### src/rtl/branch_predictor_pkg.sv
// rtl/branch_predictor_pkg.sv - shared 2-bit counter encodings for the branch predictor
// Purpose: counter type, the four saturating-counter states and the table reset value.
// Ports: none (package).
package branch_predictor_pkg;

  typedef logic [1:0] bp_ctr_t;

  localparam bp_ctr_t BP_SNT   = 2'b00;  // strongly not-taken
  localparam bp_ctr_t BP_WNT   = 2'b01;  // weakly not-taken
  localparam bp_ctr_t BP_WT    = 2'b10;  // weakly taken
  localparam bp_ctr_t BP_ST    = 2'b11;  // strongly taken
  localparam bp_ctr_t BP_RESET = BP_WNT;

endpackage

### src/rtl/branch_predictor_sat_counter2.sv
// rtl/branch_predictor_sat_counter2.sv - next-state function of a 2-bit saturating counter
// Purpose: purely combinational step of one counter towards taken or not-taken.
// Ports:
//   cur_state in 2 : current counter value
//   taken     in 1 : resolved direction
//   next_state out 2: counter value after the step, saturating at 00 / 11
module sat_counter2
  import branch_predictor_pkg::*;
(
  input  bp_ctr_t cur_state,
  input  logic    taken,
  output bp_ctr_t next_state
);

  always_comb begin
    next_state = cur_state;
    if (taken) begin
      if (cur_state != BP_ST) next_state = cur_state + 2'd1;
    end else begin
      if (cur_state != BP_SNT) next_state = cur_state - 2'd1;
    end
  end

endmodule

### src/rtl/branch_predictor.sv
// rtl/branch_predictor.sv - bimodal branch direction predictor with mispredict statistics
// Purpose: flop table of 2-bit counters indexed by pc[IDX_W+1:2], combinational lookup
//          with same-cycle update bypass, mispredict flag and 32-bit statistics.
// Ports:
//   clk, rst                     : clock, synchronous active-high reset
//   pred_valid, pred_pc          : fetch lookup request
//   pred_taken                   : predicted direction (combinational)
//   upd_valid, upd_pc            : resolved conditional branch from execute
//   upd_taken, upd_pred          : actual outcome and the prediction made at fetch
//   mispredict                   : outcome differs from prediction (combinational)
//   stats_clr                    : clear both statistics counters
//   br_count, mispred_count      : resolved branches / mispredicts since reset or clear
module branch_predictor
  import branch_predictor_pkg::*;
#(
  parameter int ENTRIES  = 32,
  parameter int PC_WIDTH = 32
) (
  input  logic                clk,
  input  logic                rst,
  input  logic                pred_valid,
  input  logic [PC_WIDTH-1:0] pred_pc,
  output logic                pred_taken,
  input  logic                upd_valid,
  input  logic [PC_WIDTH-1:0] upd_pc,
  input  logic                upd_taken,
  input  logic                upd_pred,
  output logic                mispredict,
  input  logic                stats_clr,
  output logic [31:0]         br_count,
  output logic [31:0]         mispred_count
);

  localparam int IDX_W = $clog2(ENTRIES);

  bp_ctr_t     table_q [ENTRIES];
  bp_ctr_t     table_d [ENTRIES];
  logic [31:0] br_count_q, br_count_d;
  logic [31:0] mispred_count_q, mispred_count_d;

  logic [IDX_W-1:0] pred_idx;
  logic [IDX_W-1:0] upd_idx;
  bp_ctr_t          upd_next;

  // pred_valid only qualifies the request for the pipeline; the lookup is always live.
  // Upper and byte-offset PC bits are intentionally untagged.
  logic unused_inputs;
  assign unused_inputs = ^{pred_valid, pred_pc, upd_pc};

  assign pred_idx = pred_pc[IDX_W+1:2];
  assign upd_idx  = upd_pc[IDX_W+1:2];

  // Single next-state instance: feeds both the write port and the bypass.
  sat_counter2 u_sat_counter2 (
    .cur_state  (table_q[upd_idx]),
    .taken      (upd_taken),
    .next_state (upd_next)
  );

  assign mispredict = upd_valid & (upd_taken != upd_pred);

  // Bypass so a lookup in the training cycle sees the post-update counter.
  always_comb begin
    pred_taken = table_q[pred_idx][1];
    if (upd_valid && (upd_idx == pred_idx)) pred_taken = upd_next[1];
  end

  always_comb begin
    table_d = table_q;
    if (upd_valid) table_d[upd_idx] = upd_next;
  end

  // A clear wins over a same-cycle increment.
  always_comb begin
    br_count_d      = br_count_q + {31'd0, upd_valid};
    mispred_count_d = mispred_count_q + {31'd0, mispredict};
    if (stats_clr) begin
      br_count_d      = '0;
      mispred_count_d = '0;
    end
  end

  always_ff @(posedge clk) begin
    if (rst) begin
      for (int i = 0; i < ENTRIES; i++) table_q[i] <= BP_RESET;
      br_count_q      <= '0;
      mispred_count_q <= '0;
    end else begin
      table_q         <= table_d;
      br_count_q      <= br_count_d;
      mispred_count_q <= mispred_count_d;
    end
  end

  assign br_count      = br_count_q;
  assign mispred_count = mispred_count_q;

endmodule

### config.mk
export PLATFORM = sky130hd
export DESIGN_NAME = branch_predictor
export DESIGN_NICKNAME = d
export VERILOG_FILES = /design/src/rtl/branch_predictor_pkg.sv /design/src/rtl/branch_predictor_sat_counter2.sv /design/src/rtl/branch_predictor.sv
export SDC_FILE = /design/constraint.sdc
export NUM_CORES = 1
export LEC_CHECK = 0
export CAP_MARGIN = 20
export CORE_UTILIZATION = 40
export DETAILED_ROUTE_END_ITERATION = 12
export PLACE_DENSITY = 0.64
export SYNTH_ARGS = -nofsm -noshare
export SYNTH_HDL_FRONTEND = slang
export SYNTH_HIERARCHICAL = 1
export SYNTH_SLANG_ARGS = --single-unit
### constraint.sdc
create_clock -name clk -period 6.1 [get_ports clk]
set_clock_uncertainty 0.05 [all_clocks]
set_input_delay 0.915 -clock clk [delete_from_list [all_inputs] [get_ports clk]]
set_output_delay 0.915 -clock clk [all_outputs]
set_load 0.02 [all_outputs]
==> summary.txt <==
Final layout
  • Diode count: 0
  • Commonest non-fill, non-tap cell in the layout: dfxtp_1
  • Commonest non-fill, non-tap cells in the layout: 128 x dfxtp_1, 81 x nand2_1, 80 x nor2_1, 80 x clkdlybuf4s50_1, 48 x a21oi_1
  • Post-route cell area: 0.007929 mm2
  • Layout cell share with drive strength beyond 1: 9.045%
  • Fin nets: 859
  • Synth-to-Final Area Change: 26.51%
  • Non-Filler Instances: 1,007

Detailed routing
  • Iter 0 DRT Violations: 287
  • Routed len/inst: 15.40 um
  • DRC: 0
  • Antenna viol nets, final: 0
  • Vias: 5,500
  • Pre-antenna DRT Iters: 5
  • WL final: 15,510 um
  • Drt via density: 5.462

Timing
  • Max-slew violation count: 0
  • Final setup vio count: 0
  • RSZ-0062 raised after global routing: false
  • Fin. Hold Viols: 0
  • Hold_ws: 405.6 ps
  • Setup TNS: 0 ps
  • Fin crit share: 80.89%
  • Minimum clock period after layout: 4934 ps
  • Worst slew margin: 29.42%
  • Worst-Margin Slew: 1055 ps
  • Fmax: 202.7 MHz

Logic synthesis
  • Syn avg cell area: 8.729 um2
  • Number of synthesized flops with an enable pin: 0
  • Ys Warns: 6
  • Synth Instances: 718
  • Synthesized area: 0.006267 mm2
  • Top FF cell, synth: dfxtp_1
  • Seq/Total Area, Yosys: 40.89%
  • Register bit count reported by yosys: 128
  • Distinct cells, synth: 43
  • Syn_nets: 794
  • Async SR Flop Fraction: 0%

Clocking
  • Post-CTS sizing: 0
  • Root buffer cell: clkbuf_16
  • TritonCTS Buffers: 17
  • Max Root-Sink Buffers: 2
  • TritonCTS clock tree: done
  • Worst-skew pair later-pin latency: 410 ps
  • Hold Buf Count CTS: 0
  • Setup Fix Bufs, Post-CTS: 0
  • H-tree depth: 4
  • CTS clk-pin slew, worst paths: 50 ps
  • Clock Sink Count: 128

Hold path
  • Worst Hold Class: register to register

Setup path
  • Buf/Inv on CP: 3
  • Worst-path maximum fanout: 15
  • CP delay by family, top: buffers and inverters
  • Worst path cell trace: clkdlybuf4s50_1, buf_4, mux4_2, a22oi_1, nand4_1, maj3_2, nor2_1, a21oi_1, clkdlybuf4s50_1
  • WP data required: 5130 ps
  • Worst setup EP type: output port
  • Max incr delay on CP: 850 ps
  • Critical path type: input pin to output port
  • Startpoint types: input pin
  • Worst path slowest cell: clkdlybuf4s50_1
  • Most used cell, CP: clkdlybuf4s50_1
  • Arrival time worst endpoint: 3970 ps

Run status
  • Status: complete, no violations

Placement
  • Placed Area: 0.007214 mm2
  • Port bufs: 81
  • HPWL after DPL: 10,630 um
  • DP Cell Count: 973
  • Routability congestion estimate: 0.9115

Global routing
  • GR peak layer: met2
  • Global-route wire length before repair: 25,980 um
  • GRT met1 Usage: 26.41%
  • Largest net degree at the start of global routing: 67
  • Initial antenna violation count: 0
  • Global Route met3 Usage: 4.062%
  • Total grt overflow: 0
  • M2 GR Usage: 33.16%
  • Vias in the first global route: 5,263
  • Tot GR Track Use: 20.16%

Power
  • Power per cell area: 263.8 mW/mm2
  • Leakage power: 2.654 nW
  • Worst VDD drop: 191.6 uV

Floorplan
  • I/O pins: 137
  • # rows: 45
  • Die width: 127.2 um
  • Core area: 0.01526 mm2
  • Die area: 0.01617 mm2
  • Die Span Y: 127.2 um
  • Starting Density: 41.07%

Flow run
  • # Max-Cap Violations: 0
## cells by family (layout without fill, tap and decap cells)
| logic type | after synthesis | count (layout) | synth area share, % |
|---|---|---|---|
| compound gates | 119 | 119 | 11.98 |
| simple gates | 325 | 325 | 26.65 |
| xor+xnor | 55 | 55 | 7.686 |
| flops | 128 | 128 | 40.89 |
| buf+inv | 54 | 132 | 3.454 |
| fa+ha+maj | 7 | 7 | 1.358 |
| mux | 30 | 30 | 7.986 |
## cell type report
cell class / instances / area, um2
Clock inverter: 13 / 206.4
Timing Repair Buffer: 91 / 920.9
Tap cell: 211 / 264.0
Sequential cell: 128 / 2562
Clock buffer: 19 / 452.9
Inverter: 9 / 33.78
Multi-Input combinational cell: 536 / 3488
Fill cell: 1412 / 7330
## state kept, by name, summed over array words and instances, names as in the netlist
| name | flops |
|---|---|
| br_count | 32 |
| mispred_count | 32 |
| table_q | 64 |
## cell usage after synthesis, types with 2 or more instances
cell type	number	share of area, %
dfxtp_1	128	41
nand2_1	81	4.9
nor2_1	80	4.8
a21oi_1	48	3.8
nand3_1	43	3.4
xor2_1	34	4.8
a211o_1	32	4.5
clkbuf_1	32	1.9
o21ai_0	26	2.1
and3_1	25	2.5
nor2b_1	24	2.4
xnor2_1	21	2.9
mux4_2	16	5.7
mux2i_1	14	2.2
nand4_1	12	1.2
buf_2	11	0.88
or3_1	11	1.1
and4_1	9	1.3
inv_1	9	0.54
a22oi_1	8	0.96
and2_1	7	0.70
nor3_1	6	0.48
ha_1	5	1.0
nor3b_1	4	0.48
nand3_2	3	0.48
nand3b_1	3	0.36
nor4_1	3	0.30
a2111oi_0	2	0.28
buf_1	2	0.12
maj3_2	2	0.36
nand4b_1	2	0.28
nor3_2	2	0.32
or2_1	2	0.20
or2_2	2	0.20
## per-layer routing
layer  up-vias  routed length [um]  part of all wire (%)
met2       166                7378                    48
met4         0                 159                   1.0
met1      2650                7276                    47
met3        12                 696                   4.5
met5         -                   0                     0
li1       2672                   -                     -
## metrics by stage
step	setup WS, ps	total power [mW]	utilization [%]
CTS	1203	2.108	51.60
global route	1018	2.162	51.96
finish	1166	2.091	51.96
floorplan	2136	0.9373	-
detailed placement	1217	0.9767	47.28
global placement	1250	0.9740	47.28
## worst reg2reg max path, delay by kind of cell (launching register included)
family,cells,cell delay (ps)
compound gates,2,440
flops,1,320
mux,1,450
simple gates,3,560
fa+ha+maj,1,580
## power breakdown
part | internal, mW | switching, mW
clock network | 0.749 | 0.379
logic | 0.0437 | 0.0760
registers | 0.841 | 0.00307
## worst paths after layout
path,startpoint,endpoint,slack (ps),depth (start not counted)
worst min register to register,table_q[56],table_q[56],410,1
worst min-delay path,table_q[56],table_q[56],410,1
worst max register to register,table_q[19],table_q[40],3600,7
worst max-delay path,upd_pc[3],pred_taken,1170,9
Note: power is estimated with default switching activity, not from simulation.
